<file path="config.mk">
export PLATFORM = sky130hd
export DESIGN_NAME = string_accel_avalon_flat
export DESIGN_NICKNAME = d
export VERILOG_FILES = /design/src/rtl/string_accel_avalon_if.sv /design/src/rtl/string_accel_avalon.sv /design/src/flat_wrapper.sv
export SDC_FILE = /design/constraint.sdc
export NUM_CORES = 2
export LEC_CHECK = 0
export CAP_MARGIN = 20
export CORE_MARGIN = 1
export CORE_UTILIZATION = 57
export DETAILED_ROUTE_END_ITERATION = 16
export MAX_ROUTING_LAYER = met4
export PLACE_DENSITY = 0.88
export SLEW_MARGIN = 30
export SYNTH_ARGS = -nofsm -noshare
export SYNTH_HDL_FRONTEND = slang
export SYNTH_SLANG_ARGS = --single-unit
</file>
<file path="constraint.sdc">
create_clock -name clk -period 6.95 [get_ports clk]
set_clock_uncertainty 0.1 [all_clocks]
set_input_delay 1.7375 -clock clk [delete_from_list [all_inputs] [get_ports clk]]
set_output_delay 1.7375 -clock clk [all_outputs]
set_load 0.03 [all_outputs]
</file>
<file path="src/rtl/string_accel_avalon_if.sv">
// string_accel_avalon_if: Avalon-MM slave bus for the string accelerator
interface string_accel_avalon_if #(parameter int ADDR_W = 5);
  logic chipselect;
  logic read;
  logic write;
  logic [ADDR_W-1:0] address;
  logic [31:0] writedata;
  logic [31:0] readdata;
  modport master (output chipselect, read, write, address, writedata, input readdata);
  modport slave (input chipselect, read, write, address, writedata, output readdata);
endinterface

</file>
<file path="src/rtl/string_accel_avalon.sv">
// string_accel_avalon: Avalon-MM STRLEN/STRCMP/STRCHR/TOUPPER engine, one word per clock
// define STRING_ACCEL_IRQ_EN to add the irq port and CTRL[3] IRQ_EN
module string_accel_avalon #(
  parameter int MAX_WORDS = 8,
  parameter int ADDR_W = $clog2(MAX_WORDS) + 2
) (
  input logic clk,
  input logic reset_n,
`ifdef STRING_ACCEL_IRQ_EN
  output logic irq,
`endif
  string_accel_avalon_if.slave bus
);
  localparam int IW = $clog2(MAX_WORDS);
  localparam logic [1:0] OP_LEN = 2'd0, OP_CMP = 2'd1, OP_CHR = 2'd2, OP_UP = 2'd3;
  typedef enum logic [1:0] {IDLE, RUN, FIN} state_t;
  state_t state, state_nxt;
  logic [31:0] buf_a [MAX_WORDS];
  logic [31:0] buf_b [MAX_WORDS];
  logic [1:0] op, region, pos;
  logic [7:0] arg, ca, cb, sa, sb;
  logic [31:0] result, acc, rdata, wa, wb, conv, base, fin_val;
  logic [IW-1:0] idx, widx;
  logic [2:0] cnt;
  logic done, err, irq_en, wr, rd, busy, is_reg, go, collide, hit, term, last, unused_bits;
  assign wr = bus.chipselect && bus.write;
  assign rd = bus.chipselect && bus.read;
  assign busy = state == RUN;
  assign region = bus.address[ADDR_W-1 -: 2];
  assign widx = bus.address[IW-1:0];
  assign is_reg = region == 2'd0 && (widx >> 2) == '0;
  assign go = wr && !busy && is_reg && bus.address[1:0] == 2'd0 && bus.writedata[0];
  assign collide = wr && busy && (region == 2'd1 || region == 2'd2 ||
                   (is_reg && (bus.address[1:0] == 2'd0 || bus.address[1:0] == 2'd3)));
  assign unused_bits = ^bus.writedata[31:8];
`ifdef STRING_ACCEL_IRQ_EN
  assign irq = done && irq_en;
`else
  assign irq_en = 1'b0;
`endif
  always_comb begin
    rdata = region == 2'd1 ? buf_a[widx] : region == 2'd2 ? buf_b[widx] : !is_reg ? '0 :
            bus.address[1:0] == 2'd0 ? {28'd0, irq_en, op, 1'b0} :
            bus.address[1:0] == 2'd1 ? {29'd0, err, done, busy} :
            bus.address[1:0] == 2'd2 ? result : {24'd0, arg};
  end
  // lowest byte position meeting the op's stop condition wins
  always_comb begin
    wa = buf_a[idx];
    wb = buf_b[idx];
    hit = 1'b0;
    pos = 2'd0;
    conv = wa;
    cnt = 3'd0;
    term = 1'b0;
    for (int j = 3; j >= 0; j--) begin
      ca = wa[8*j +: 8];
      cb = wb[8*j +: 8];
      if (op == OP_CMP ? (ca != cb || ca == 8'h00) : op == OP_CHR ? (ca == arg || ca == 8'h00) : ca == 8'h00) begin
        hit = 1'b1;
        pos = 2'(j);
      end
    end
    for (int j = 0; j < 4; j++) begin
      term = term || wa[8*j +: 8] == 8'h00;
      if (!term && wa[8*j +: 8] >= 8'h61 && wa[8*j +: 8] <= 8'h7A) begin
        conv[8*j +: 8] = wa[8*j +: 8] - 8'h20;
        cnt = cnt + 3'd1;
      end
    end
    ca = 8'h00;
    cb = 8'h00;
    sa = wa[{pos, 3'b000} +: 8];
    sb = wb[{pos, 3'b000} +: 8];
    base = 32'({idx, pos});
    last = hit || idx == IW'(MAX_WORDS - 1);
    fin_val = op == OP_LEN ? (hit ? base : 32'(4 * MAX_WORDS)) :
              op == OP_CMP ? (hit ? 32'(sa) - 32'(sb) : 32'd0) :
              op == OP_CHR ? (hit && sa == arg ? base : '1) : acc + 32'(cnt);
  end
  always_ff @(posedge clk or negedge reset_n) begin
    if (!reset_n) state <= IDLE;
    else state <= state_nxt;
  end
  always_comb begin
    state_nxt = busy ? (last ? FIN : RUN) : (go ? RUN : IDLE);
  end
  always_ff @(posedge clk or negedge reset_n) begin
    if (!reset_n) begin
      for (int i = 0; i < MAX_WORDS; i++) begin
        buf_a[i] <= '0;
        buf_b[i] <= '0;
      end
      op <= OP_LEN;
      arg <= '0;
      result <= '0;
      acc <= '0;
      done <= 1'b0;
      err <= 1'b0;
      idx <= '0;
      bus.readdata <= '0;
`ifdef STRING_ACCEL_IRQ_EN
      irq_en <= 1'b0;
`endif
    end else begin
      if (rd) bus.readdata <= rdata;
      if (wr && !busy) begin
        if (region == 2'd1) buf_a[widx] <= bus.writedata;
        if (region == 2'd2) buf_b[widx] <= bus.writedata;
        if (is_reg && bus.address[1:0] == 2'd0) begin
          op <= bus.writedata[2:1];
`ifdef STRING_ACCEL_IRQ_EN
          irq_en <= bus.writedata[3];
`endif
        end
        if (is_reg && bus.address[1:0] == 2'd3) arg <= bus.writedata[7:0];
      end
      if (wr && is_reg && bus.address[1:0] == 2'd1) begin
        done <= done && !bus.writedata[1];
        err <= err && !bus.writedata[2];
      end
      if (collide) err <= 1'b1;
      if (go) begin
        done <= 1'b0;
        idx <= '0;
        acc <= '0;
        result <= '0;
      end
      if (busy) begin
        idx <= idx + IW'(1);
        if (op == OP_UP) begin
          buf_a[idx] <= conv;
          acc <= acc + 32'(cnt);
        end
        if (last) begin
          result <= fin_val;
          done <= 1'b1;
        end
      end
    end
  end
endmodule

</file>
<file path="src/flat_wrapper.sv">
// flat-port wrapper written by rule: the top's interface ports become plain ports
module string_accel_avalon_flat 
#(
  parameter int MAX_WORDS = 8,
  parameter int ADDR_W = $clog2(MAX_WORDS) + 2
)
  (clk, reset_n, bus_chipselect, bus_read, bus_write, bus_address, bus_writedata, bus_readdata);
  string_accel_avalon_if #(.ADDR_W(ADDR_W)) bus_i ();
  input logic clk;
  input logic reset_n;
  input wire logic [$bits(bus_i.chipselect)-1:0] bus_chipselect;
  input wire logic [$bits(bus_i.read)-1:0] bus_read;
  input wire logic [$bits(bus_i.write)-1:0] bus_write;
  input wire logic [$bits(bus_i.address)-1:0] bus_address;
  input wire logic [$bits(bus_i.writedata)-1:0] bus_writedata;
  output wire logic [$bits(bus_i.readdata)-1:0] bus_readdata;
  assign bus_i.chipselect = bus_chipselect;
  assign bus_i.read = bus_read;
  assign bus_i.write = bus_write;
  assign bus_i.address = bus_address;
  assign bus_i.writedata = bus_writedata;
  assign bus_readdata = bus_i.readdata;
  string_accel_avalon #(.MAX_WORDS(MAX_WORDS), .ADDR_W(ADDR_W)) u_core (.clk(clk), .reset_n(reset_n), .bus(bus_i));
endmodule
</file>
Word-level counts from Yosys, hierarchy flattened

Index checks and enable logic that the tools add are counted.

Bits in registers: 625
Input port bits: 42
Output and inout bits: 32
Word-level logic and storage cells: 208

$add $sub $neg: 10
$lt $le $gt $ge: 12
Equal/unequal tests: 19
Shift-type cells: 2
Multiplexer cells: 76
Bitwise operators: 2
Reductions and logical operators: 62

Operator list:

| kind                                                                              | count |
|---|---|
| 256-bit 2-to-1 mux                                                                | 4 |
| 32-bit 2-to-1 mux                                                                 | 27 |
| 256-bit bitwise mux                                                               | 3 |
| 32-bit binary-select mux with 3-bit select                                        | 4 |
| 32-bit demux with 3-bit select                                                    | 2 |
| 32-bit by 6-bit indexed part select with 8-bit output                             | 2 |
| 8-bit equality test                                                               | 5 |
| 32-bit by 3-bit adder with 32-bit output                                          | 1 |
| 8-bit by 7-bit >= comparator with 1-bit output (second input constant)            | 4 |
| 8-bit by 7-bit less-or-equal comparator with 1-bit output (second input constant) | 4 |
| 8-bit zero test                                                                   | 4 |
| 8-bit 2-to-1 mux                                                                  | 4 |
| 8-bit inequality test                                                             | 4 |
| 8-bit by 6-bit subtractor with 8-bit output (second input constant)               | 4 |
| 1-bit logical AND                                                                 | 27 |
| 1-bit 2-to-1 mux                                                                  | 20 |
| 1-bit logical OR                                                                  | 15 |
| 3-bit 2-to-1 mux                                                                  | 5 |
| 2-bit 2-to-1 mux                                                                  | 6 |
| 2-bit equality test (second input constant)                                       | 5 |
| 3-bit by 1-bit adder with 3-bit output (second input constant)                    | 3 |
| 8-bit by 8-bit subtractor with 9-bit output                                       | 1 |
| 2-bit by 1-bit equality test with 1-bit output (second input constant)            | 4 |
| 4-bit >= comparator (second input constant)                                       | 2 |
| other kinds (10)                                                                  | 23 |

Depth between registers and ports, before layout

Depth in word-level cells: 21
Gate-level depth with buffers: 34
Depth with buffers taken out: 27

Least setup slack after synthesis

No wires, ideal clock.

Kind: register -> register
Start: reg u_core.idx[2]
End: reg u_core.result[31]
Setup time: 123 ps
Arrival: 6691 ps
Required time: 6727 ps
Slack: 37 ps
Cell stages (with the launch flop): 28
Path buffers: 3
Clock period less this slack: 6913 ps
Cells stage by stage: dfrtp_1 > buf_2 > clkinv_1 > buf_2 > mux2i_1 > and2_0 > and4_1 > or4b_2 > a21oi_1 > ha_1 > xor2_1 > ha_1 > mux2_2 > ha_1 > a21o_1 > a21oi_1 > nor4bb_1 > nor3b_1 > and3_1 > and3_1 > and3_1 > clkbuf_1 > nand2_1 > nor3_1 > xnor2_1 > nand2_1 > nand2_1 > o21ai_2

Cells in the longest elaborated chain, start to end: 21
Elaborated cells on any way between the ends: 88
Those cells by class: 5 x add/sub; 8 x order compare; 10 x eq/ne; 2 x shift; 33 x mux; 1 x bitwise; 29 x reduce/logical

Ends and longest elaborated chain:

| what                                                                                    | line                       | text |
|---|---|---|
| start, declared                                                                         | string_accel_avalon.sv:23  | `logic [IW-1:0] idx, widx;` |
| start signal, assigned                                                                  | string_accel_avalon.sv:130 | `idx <= idx + IW'(1);` |
| branches (longest 19 deep; another with 8-bit by 7-bit >= comparator with 1-bit output) | n/a                        |  |
| 32-bit 2-to-1 mux *                                                                     | string_accel_avalon.sv:135 | `if (last) begin` |
| 32-bit 2-to-1 mux *                                                                     | string_accel_avalon.sv:129 | `if (busy) begin` |
| end signal, assigned                                                                    | string_accel_avalon.sv:136 | `result <= fin_val;` |
| end, declared                                                                           | string_accel_avalon.sv:22  | `logic [31:0] result, acc, rdata, wa, wb, conv, base, fin_val;` |

Every way passes the cells marked *. The select of a mux whose other input is x is not followed.
A chain may end at the register's enable or synchronous reset.

Final worst setup path

Start: reg u_core.idx[0]
End: reg u_core.result[26]

The elaborated chain is that of the path after synthesis.

==> reports/qor.csv <==
metric,value,unit
ctsHoldBuffers,0,
maxSlewHeadroom,16.7,%
layout_commonest_cell,dfrtp_1,
nets,3312,
cts-root-buf,clkbuf_16,
grt_pass1_wl,195000,um
synth.distinct_cells,90,
hp-class,flop to flop,
worst-path-max-fanout,9,
routed.top_layer,met4,
fp.dieW,253,um
period_needed,6760,ps
yosysSeqAreaShare,43.5,%
drive_gt1_share,28.3,%
vdd_drop_max,0.000245,V
start_util,58.0,%
p_leak,17.9,nW
crit_path_end_kind,flop,
wl_met1,44100,um
grt_pass1_vias,30100,
clkLatencyLatePin,640,ps
dp_hpwl,84400,um
wl_met3,20500,um
grt-ovfl-total,0,
dp_cells,4001,
grt_max_degree,160,
dieArea,64200,sq um
rows,91,
clock.fmax,0.148,GHz
tritoncts,yes,
status,finished clean,
wl_met2,53800,um
cts-htree-levels,3,
reg2reg_depth,27,
antenna_found_initial,4,
tightest_slew,1250,ps
syn_to_final_growth,12.1,%
drc_errors,0,
ant_nets,0,
synthArstFlopShare,100,%
cts_buffers,68,
setup_viol,0,
startpoint_type,flop,
gp_congestion,1.17,
syn-instance-count,3219,
regToRegSetupSlack,190,ps
cp.arrival,7160,ps
synthesis.area,36000,sq um
hold_viol,0,
finalCritPeriodShare,97.3,%
p_per_area,334,nW/um^2
ys_seq_elements,625,
synth_nets,3289,
drt_wl_total,131000,um
critPathKind,flop to flop,
coreArea,62100,sq um
place.port_buffers,73,
syn_avg_cell_area,11.2,sq um
final_cells,4132,
clockBufferDepth,3,
worstHoldStart,u_core.bus.readdata[26]$_DFFE_PN0P_,
timing.final.ws_setup,189,ps
synthFlopType,dfrtp_1,
synth_edf_count,0,
rr_startpoint,u_core.idx[0]$_DFFE_PN0P_,
r2r-end,u_core.result[26]$_DFF_PN0_,
drtIter0Drc,5655,
grt_use_total,42.5,%
viasPerCell,7.48,
ioPinCount,74,
place_ws,196,ps
hold_path_depth,2,
finalMaxSlewViolations,0,
vias,30900,
wl_per_cell,31.7,um
drv_cap,0,
layout_common_cells,"dfrtp_1, mux2_2, mux2i_1",
worstHoldEndpoint,u_core.bus.readdata[26]$_DFFE_PN0P_,
cts.clk_slew.worst_paths,60,ps
required,7350,ps
synth_warnings,0,
firstDrtPassIters,8,
die_y,253,um
clock-sinks,625,
-- synth_stat cells, types with 9 or more instances --
library cell / n / area [sq um]
nor3_1: 20 / 100
o31ai_1: 28 / 210
a31oi_1: 16 / 100
ha_1: 26 / 325
a21oi_1: 203 / 1020
buf_6: 10 / 113
o21ai_0: 136 / 681
dfrtp_1: 625 / 15600
nand2_1: 179 / 672
buf_1: 66 / 248
clkbuf_1: 165 / 619
a22oi_1: 169 / 1270
xor2_1: 46 / 403
mux2i_1: 217 / 2170
inv_1: 19 / 71.3
nor2_1: 187 / 702
a221oi_1: 45 / 394
xnor2_1: 54 / 473
and3_1: 22 / 138
nand4_1: 50 / 313
a221o_1: 27 / 270
a211oi_1: 12 / 90.1
and2_1: 14 / 87.6
mux4_2: 80 / 1800
nand2b_1: 9 / 56.3
mux2_2: 459 / 5170
a22o_1: 22 / 193
buf_2: 17 / 85.1
nand3_1: 78 / 390
mux4_1: 12 / 315
nor2b_1: 15 / 93.8
o21ai_2: 29 / 254
a21o_1: 9 / 67.6
buf_4: 18 / 135
-- flip-flops by register name, summed over array words and instances (netlist names) --
| register | cells |
|---|---|
| u_core.done | 1 |
| u_core.buf_a | 256 |
| u_core.state | 2 |
| u_core.err | 1 |
| u_core.bus.readdata | 32 |
| u_core.result | 32 |
| u_core.op | 2 |
| u_core.acc | 32 |
| u_core.buf_b | 256 |
| u_core.idx | 3 |
| u_core.arg | 8 |
-- metrics by stage --
stage | instance area (sq um) | setup TNS, ps | util (%) | power [mW] | hold WS (ps)
6_report | 40300 | 0 | 65.0 | 13.5 | 387
4_1_cts | 40200 | 0 | 64.7 | 13.1 | 392
2_1_floorplan | 36000 | 0 | - | 7.73 | 357
3_5_place_dp | 37900 | 0 | 61.1 | 9.36 | 373
5_1_grt | 40300 | -50.3 | 65.0 | 13.8 | 418
3_3_place_gp | 37800 | 0 | 61.0 | 9.24 | 361
-- layout make-up --
cell class	instances	area, sq um
Fill cell	4456	21700
Multi-Input combinational cell	2282	19100
Sequential cell	625	15700
Timing Repair Buffer	242	2200
Clock buffer	91	1910
Tap cell	837	1050
Clock inverter	27	370
Inverter	23	87.6
Antenna cell	5	12.5
-- what timing repair did --
item	in CTS	in global routing
setup endpoints to repair	0	28
resized for setup	0	16
buffers inserted	0	7
-- power by group --
part / total, mW / internal (mW) / switching [mW] / leakage (nW)
clock: 3.77 / 2.23 / 1.54 / 1.12
combinational: 5.04 / 2.13 / 2.90 / 8.94
sequential: 4.65 / 4.12 / 0.532 / 7.87
total: 13.5 / 8.48 / 4.98 / 17.9
-- worst max-delay path by stage --
stage	start	end	depth (start not counted)
3_3_place_gp	u_core.idx[0]$_DFFE_PN0P_	u_core.result[26]$_DFF_PN0_	27
4_1_cts	u_core.idx[2]$_DFFE_PN0P_	u_core.result[26]$_DFF_PN0_	26
2_1_floorplan	u_core.idx[2]$_DFFE_PN0P_	u_core.result[31]$_DFF_PN0_	27
5_1_grt	u_core.idx[0]$_DFFE_PN0P_	u_core.result[26]$_DFF_PN0_	27
6_report	u_core.idx[0]$_DFFE_PN0P_	u_core.result[26]$_DFF_PN0_	27
3_5_place_dp	u_core.idx[2]$_DFFE_PN0P_	u_core.result[26]$_DFF_PN0_	26
-- routing by layer --
layer	up-vias	global-route usage, %
met5	-	-
met4	0	33.2
met3	974	16.1
met2	2905	57.3
met1	14900	50.8
li1	12100	-
-- critical path, stage by stage (launching register included) --
cell and delay [ps]:
dfrtp_4 570, buf_2 220, buf_4 150, mux4_2 330
mux2_4 240, inv_1 70, and4_1 210, or4b_2 680
a21oi_1 210, ha_1 310, xor2_2 190, xor2_1 250
ha_1 220, inv_1 60, fa_1 430, nor2b_1 120
o21ai_0 150, nor2_1 180, nand3_1 150, nor2_1 220
and2_1 230, and3_1 270, and3_4 280, nand3_1 170
nor2_2 210, xor2_1 90, o21ai_0 230, o21ai_2 70
-- logic make-up after synthesis --
logic type / Yosys count / synth area share (%)
buf+inv: 312 / 4.14
simple gates: 618 / 8.04
mux: 779 / 26.8
xor+xnor: 100 / 2.43
flops: 625 / 43.5
fa+ha+maj: 28 / 1.02
compound gates: 757 / 14.1
Power figures use the tool's default switching activity.
